--- src/rtl/mem_bus_interface_pkg.sv ---
// Shared state encodings, byte-enable codes, error bit indices and lane helpers for mem_bus_interface.
package mem_bus_interface_pkg;

  typedef enum logic [1:0] {
    MBI_IDLE   = 2'd0,
    MBI_SETUP  = 2'd1,
    MBI_ACCESS = 2'd2,
    MBI_HOLD   = 2'd3
  } mbi_state_t;

  localparam logic [1:0] MBI_BE_LO   = 2'b01;
  localparam logic [1:0] MBI_BE_HI   = 2'b10;
  localparam logic [1:0] MBI_BE_WORD = 2'b11;

  localparam logic [1:0] MBI_ERR_MISALIGN = 2'd0;
  localparam logic [1:0] MBI_ERR_TIMEOUT  = 2'd1;
  localparam logic [1:0] MBI_ERR_OVERRUN  = 2'd2;

  function automatic logic [1:0] mbi_byte_enable(input logic byte_acc, input logic lane);
    if (!byte_acc) return MBI_BE_WORD;
    return lane ? MBI_BE_HI : MBI_BE_LO;
  endfunction

  function automatic logic [7:0] mbi_byte_lane(input logic [15:0] word, input logic lane);
    return lane ? word[15:8] : word[7:0];
  endfunction

endpackage

--- src/rtl/mem_wait_timer.sv ---
// Wait-state down-counter plus saturating MEM_READY-low timeout counter for one access.
module mem_wait_timer #(
  parameter int WAIT_STATES = 0,
  parameter int TIMEOUT     = 255
) (
  input  logic clk,
  input  logic reset,
  input  logic load,
  input  logic enable,
  input  logic ready,
  output logic expired,
  output logic timed_out
);

  localparam int WW = (WAIT_STATES < 1) ? 1 : $clog2(WAIT_STATES + 1);
  localparam int TW = (TIMEOUT < 1) ? 1 : $clog2(TIMEOUT + 1);
  localparam logic [WW-1:0] WAIT_INIT = WW'(WAIT_STATES);
  localparam logic [TW-1:0] TO_LIMIT  = TW'(TIMEOUT);

  logic [WW-1:0] wait_cnt;
  logic [TW-1:0] to_cnt;
  logic [TW:0]   to_next;

  always_ff @(posedge clk) begin
    if (reset) begin
      wait_cnt <= '0;
      to_cnt   <= '0;
    end else if (load) begin
      wait_cnt <= WAIT_INIT;
      to_cnt   <= '0;
    end else if (enable) begin
      if (wait_cnt != '0) begin
        wait_cnt <= wait_cnt - WW'(1);
      end else if (!ready && to_cnt != TO_LIMIT) begin
        to_cnt <= to_cnt + TW'(1);
      end
    end
  end

  assign to_next = {1'b0, to_cnt} + (TW + 1)'(1);
  assign expired = (wait_cnt == '0);
  // Abort on the ready-low cycle whose increment would reach the limit.
  assign timed_out = enable && expired && !ready && (to_next >= {1'b0, TO_LIMIT});

endmodule

--- src/rtl/mem_bus_interface.sv ---
// Memory bus interface: latches a CPU request and runs a wait-state-aware cycle on a synchronous memory bus.
module mem_bus_interface
  import mem_bus_interface_pkg::*;
#(
  parameter int WAIT_STATES = 0,
  parameter int TIMEOUT     = 255
) (
  input  logic        CLK,
  input  logic        RESET,
  input  logic        REQ,
  input  logic        WR,
  input  logic        BYTE,
  input  logic [15:0] ADDR,
  input  logic [15:0] DIN,
  output logic [15:0] DATA_IN,
  output logic        ACK,
  output logic        BUSY,
  output logic [2:0]  ERR,
  output logic [14:0] MEM_ADDR,
  output logic [15:0] MEM_DOUT,
  input  logic [15:0] MEM_DIN,
  output logic [1:0]  MEM_BE,
  output logic        MEM_RD,
  output logic        MEM_WR,
  input  logic        MEM_READY
);

  mbi_state_t state, state_next;
  logic wr_q, byte_q, lane_q, misalign_q, timeout_q, overrun_q;
  logic expired, timed_out;
  logic accept, capture, abort;

  assign accept  = (state == MBI_IDLE) && REQ;
  assign capture = (state == MBI_ACCESS) && expired && MEM_READY;
  assign abort   = (state == MBI_ACCESS) && timed_out;

  mem_wait_timer #(
    .WAIT_STATES(WAIT_STATES),
    .TIMEOUT    (TIMEOUT)
  ) u_timer (
    .clk      (CLK),
    .reset    (RESET),
    .load     (state == MBI_SETUP),
    .enable   (state == MBI_ACCESS),
    .ready    (MEM_READY),
    .expired  (expired),
    .timed_out(timed_out)
  );

  always_ff @(posedge CLK) begin
    if (RESET) state <= MBI_IDLE;
    else       state <= state_next;
  end

  always_comb begin
    state_next = state;
    case (state)
      MBI_IDLE:   if (REQ) state_next = MBI_SETUP;
      MBI_SETUP:  state_next = MBI_ACCESS;
      MBI_ACCESS: if (capture || abort) state_next = MBI_HOLD;
      MBI_HOLD:   state_next = MBI_IDLE;
      default:    state_next = MBI_IDLE;
    endcase
  end

  always_comb begin
    ACK    = (state == MBI_HOLD);
    BUSY   = (state != MBI_IDLE);
    MEM_RD = (state == MBI_ACCESS) && !wr_q;
    MEM_WR = (state == MBI_ACCESS) && wr_q;
    ERR    = 3'b000;
    ERR[MBI_ERR_OVERRUN] = overrun_q;
    if (state == MBI_HOLD) begin
      ERR[MBI_ERR_TIMEOUT]  = timeout_q;
      ERR[MBI_ERR_MISALIGN] = misalign_q;
    end
  end

  always_ff @(posedge CLK) begin
    if (RESET) begin
      wr_q       <= 1'b0;
      byte_q     <= 1'b0;
      lane_q     <= 1'b0;
      misalign_q <= 1'b0;
      timeout_q  <= 1'b0;
      overrun_q  <= 1'b0;
      MEM_ADDR   <= '0;
      MEM_BE     <= 2'b00;
      MEM_DOUT   <= '0;
      DATA_IN    <= '0;
    end else begin
      if (accept) begin
        wr_q       <= WR;
        byte_q     <= BYTE;
        lane_q     <= ADDR[0];
        misalign_q <= !BYTE && ADDR[0];
        timeout_q  <= 1'b0;
        MEM_ADDR   <= ADDR[15:1];
        MEM_BE     <= mbi_byte_enable(BYTE, ADDR[0]);
        MEM_DOUT   <= BYTE ? {DIN[7:0], DIN[7:0]} : DIN;
      end
      if (REQ && state != MBI_IDLE) overrun_q <= 1'b1;
      if (capture && !wr_q) begin
        DATA_IN <= byte_q ? {8'h00, mbi_byte_lane(MEM_DIN, lane_q)} : MEM_DIN;
      end
      if (abort) begin
        timeout_q <= 1'b1;
        if (!wr_q) DATA_IN <= '0;
      end
    end
  end

endmodule

--- config.mk ---
export PLATFORM = sky130hd
export DESIGN_NAME = mem_bus_interface
export DESIGN_NICKNAME = d
export VERILOG_FILES = /design/src/rtl/mem_bus_interface_pkg.sv /design/src/rtl/mem_wait_timer.sv /design/src/rtl/mem_bus_interface.sv
export SDC_FILE = /design/constraint.sdc
export NUM_CORES = 1
export LEC_CHECK = 0
export BUFFER_PORTS_ARGS = -buffer_cell sky130_fd_sc_hd__buf_2
export CAP_MARGIN = 20
export CELL_PAD_IN_SITES_DETAIL_PLACEMENT = 1
export CELL_PAD_IN_SITES_GLOBAL_PLACEMENT = 1
export CORE_MARGIN = 2
export CORE_UTILIZATION = 37
export CTS_CLUSTER_SIZE = 24
export DETAILED_ROUTE_END_ITERATION = 16
export PLACE_DENSITY_LB_ADDON = 0.1
export SYNTH_ARGS = -nofsm -noshare
export SYNTH_HDL_FRONTEND = slang
export SYNTH_SLANG_ARGS = --single-unit
--- constraint.sdc ---
create_clock -name CLK -period 2.5 [get_ports CLK]
set_input_delay 0.125 -clock CLK [delete_from_list [all_inputs] [get_ports CLK]]
set_output_delay 0.125 -clock CLK [all_outputs]
set_load 0.02 [all_outputs]
==> flow_summary.ini <==
[outcome]
outcome = finished clean

[timing]
rsz0062_at_grt = no
fin_worst_skew_ns = 0.00843
setup_viol = 0
hold_violations = 0
max_slew.worst_pin.slew_ns = 0.704
drv_slew = 0
period_share_pct = 75.9
period_needed_ns = 1.90
tns_ns = 0
fmax_mhz = 527
slew_headroom_pct = 53.1

[floorplan]
floorplan.initialDensity_pct = 38.3
die_y_um = 90.6
row_count = 31
coreArea_mm2 = 0.00725
io_pins = 110
die_w_um = 90.6
dieArea_mm2 = 0.00821

[global_route]
first_global_vias = 2759
grtUsageTotal_pct = 19.5
grt-ovfl-total = 0
grt_pass1_wl_um = 13300
antenna_found_initial = 0
grt_max_degree = 44

[min_path]
hp-class = in -> reg
whs_path_depth = 3
whs_endpoint = MEM_ADDR[12]
hold_start = ADDR[13]

[power_and_ir_drop]
powerDensity_mw_per_mm2 = 893
p_seq_share_pct = 42.3
p_int_w = 0.00203
p_leak_nw = 1.59
ir_drop_mv = 0.492
clkPwrFrac_pct = 25.8
swShare_pct = 36.5
pwr-share-comb_pct = 31.9
p_switching_w = 0.00117

[job]
cap_violations = 0

[synthesis]
synthCells = 335
synth_nets = 395
synth-edff-count = 0
ys_ff_latch = 65
synth_area_mm2 = 0.00278
yosysUniqueCellTypes = 40
avgSynthCellArea_um2 = 8.28
synth.top_cells.by_area = dfxtp_1 (47%), nand2_1 (10%), a21oi_1 (5.4%)
synth-main-ff-cell = dfxtp_1
yosysWarnings = 0
yosysTopAreaCell = dfxtp_1
synth_top_area_share_pct = 46.9
synth.most_common_cell = nand2_1
synth-async-reset-ratio_pct = 0
synth_common_cells = nand2_1 (75), dfxtp_1 (65), a21oi_1 (30)
ys_seq_area_share_pct = 46.9

[clock_tree]
cts.sinks = 65
clk_pin_slew_ns = 0.07
cts_htree_levels = 3
cts_made_buffers = 9
ctsResizeCount = 0
clk_path_buf_depth = 2
cts_tree = done
cts_hold_buf = 0
insertion_delay_ns = 0.33
clock-root-buffer = clkbuf_8
cts_setup_buffers = 0

[route]
drt-wirelength-per-cell_um = 14.3
routed_via_density = 4.99
first_pass_iters = 4
drt_iter0_drc = 52
drc = 0
num_vias = 2707
antenna_left = 0
wl_um = 7740

[setup_path]
critPathTopFamily = compound AO/OA/AOI/OAI gates
critPathCaptureType = register
worstSetupStartpointType = register
rr_startpoint = u_timer.to_cnt[0]
r2r_slack_ns = 0.60
cp_max_fo = 16
cp_cell_sequence = inv_1 -> ha_1 -> o21bai_1 -> nand4_1 -> o21ai_2 -> buf_4 -> o21ai_0
worstSetupPathType = reg -> reg
worstPathArrival_ns = 2.11
critPathMaxStageDelay_ns = 0.45
critPathRequiredTime_ns = 2.71
slowest_stage = dfxtp_1
critPathBufInv = 2
r2r.worst_path.cells = 7

[cells_and_area]
fillCellCount = 951
drive_above_1_share_pct = 30.7
regArea_mm2 = 0.00130
multiInputGateArea_mm2 = 0.00133
nets = 499
area_delta_synth_final_pct = 28.9
antenna_cells = 0
final_util_pct = 49.3

[placement]
hpwl_um = 5670
port_buffers = 109
place.gp.congestion = 0.797
-- cell usage in the layout (no fill, tap or decap), types with 2 or more instances in the layout --
master	instances
buf_2	109
nand2_1	75
dfxtp_1	65
a21oi_1	30
nor2_1	29
nand3_1	19
clkbuf_8	12
a211oi_1	11
mux2i_1	10
a311oi_1	8
buf_4	7
inv_1	6
o21ai_0	6
ha_1	6
and2_1	5
nand4_1	5
nand2b_1	4
nor3_1	4
xnor2_1	4
xor2_1	3
o211ai_1	2
nor3b_1	2
o21ai_1	2
-- layout make-up --
cell class	count	share of cell area, %
Multi-Input combinational cell	240	37.2
Sequential cell	65	36.4
Timing Repair Buffer	117	17.3
Clock buffer	13	4.72
Tap cell	99	3.46
Inverter	6	0.629
Clock inverter	2	0.350
-- worst max path at each step --
stage,start,end,cells past startpoint
final,u_timer.to_cnt[0],register,7
after global routing,u_timer.to_cnt[0],register,7
after CTS,u_timer.to_cnt[0],register,7
after detailed placement,u_timer.to_cnt[0],register,7
after global placement,state[0],MEM_DOUT[15],6
after floorplan,state[0],DATA_IN[4],8
-- stage by stage --
stage | setup slack (ns) | cell area [µm²] | power [W] | instances | hold WS (ns)
2_1_floorplan | 0.836 | 2780 | 0.00202 | 335 | 0.234
3_3_place_gp | 0.705 | 3400 | 0.00237 | 527 | 0.365
3_5_place_dp | 0.625 | 3400 | 0.00240 | 527 | 0.377
6_report | 0.603 | 3580 | 0.00319 | 542 | 0.0299
5_1_grt | 0.433 | 3580 | 0.00340 | 542 | 0.0377
4_1_cts | 0.600 | 3580 | 0.00324 | 542 | 0.0198
-- kinds of logic (layout without fill, tap and decap cells) --
kind of cell	count (synthesis)	in the layout	synth area share, %
buffers and inverters	30	138	5.14
XOR/XNOR	7	7	2.21
AND/OR/NAND/NOR	151	151	24.1
multiplexers	10	10	3.61
AO/OA/AOI/OAI	66	66	15.4
flip-flops	65	65	46.9
adder cells (fa/ha/maj)	6	6	2.71
-- power groups by stage --
stage	sequential, W	combinational [W]	clock, W
3_5_place_dp	0.00137	0.00103	0
3_3_place_gp	0.00136	0.00100	0
4_1_cts	0.00135	0.00104	0.000853
5_1_grt	0.00138	0.00113	0.000892
6_report	0.00135	0.00102	0.000825
2_1_floorplan	0.00155	0.000475	0
-- per-layer routing --
layer,track usage [%],wire [µm]
met2,32.5,3760
met5,0,0
met1,24.7,3350
met4,5.26,91
met3,5.68,539
-- tightest hold or removal path: cells and delay by family --
family,cells,cell delay (ns)
buf+inv,1,0.10
compound gates,1,0.05
simple gates,1,0.04
Note: power is estimated with default switching activity, not from simulation.
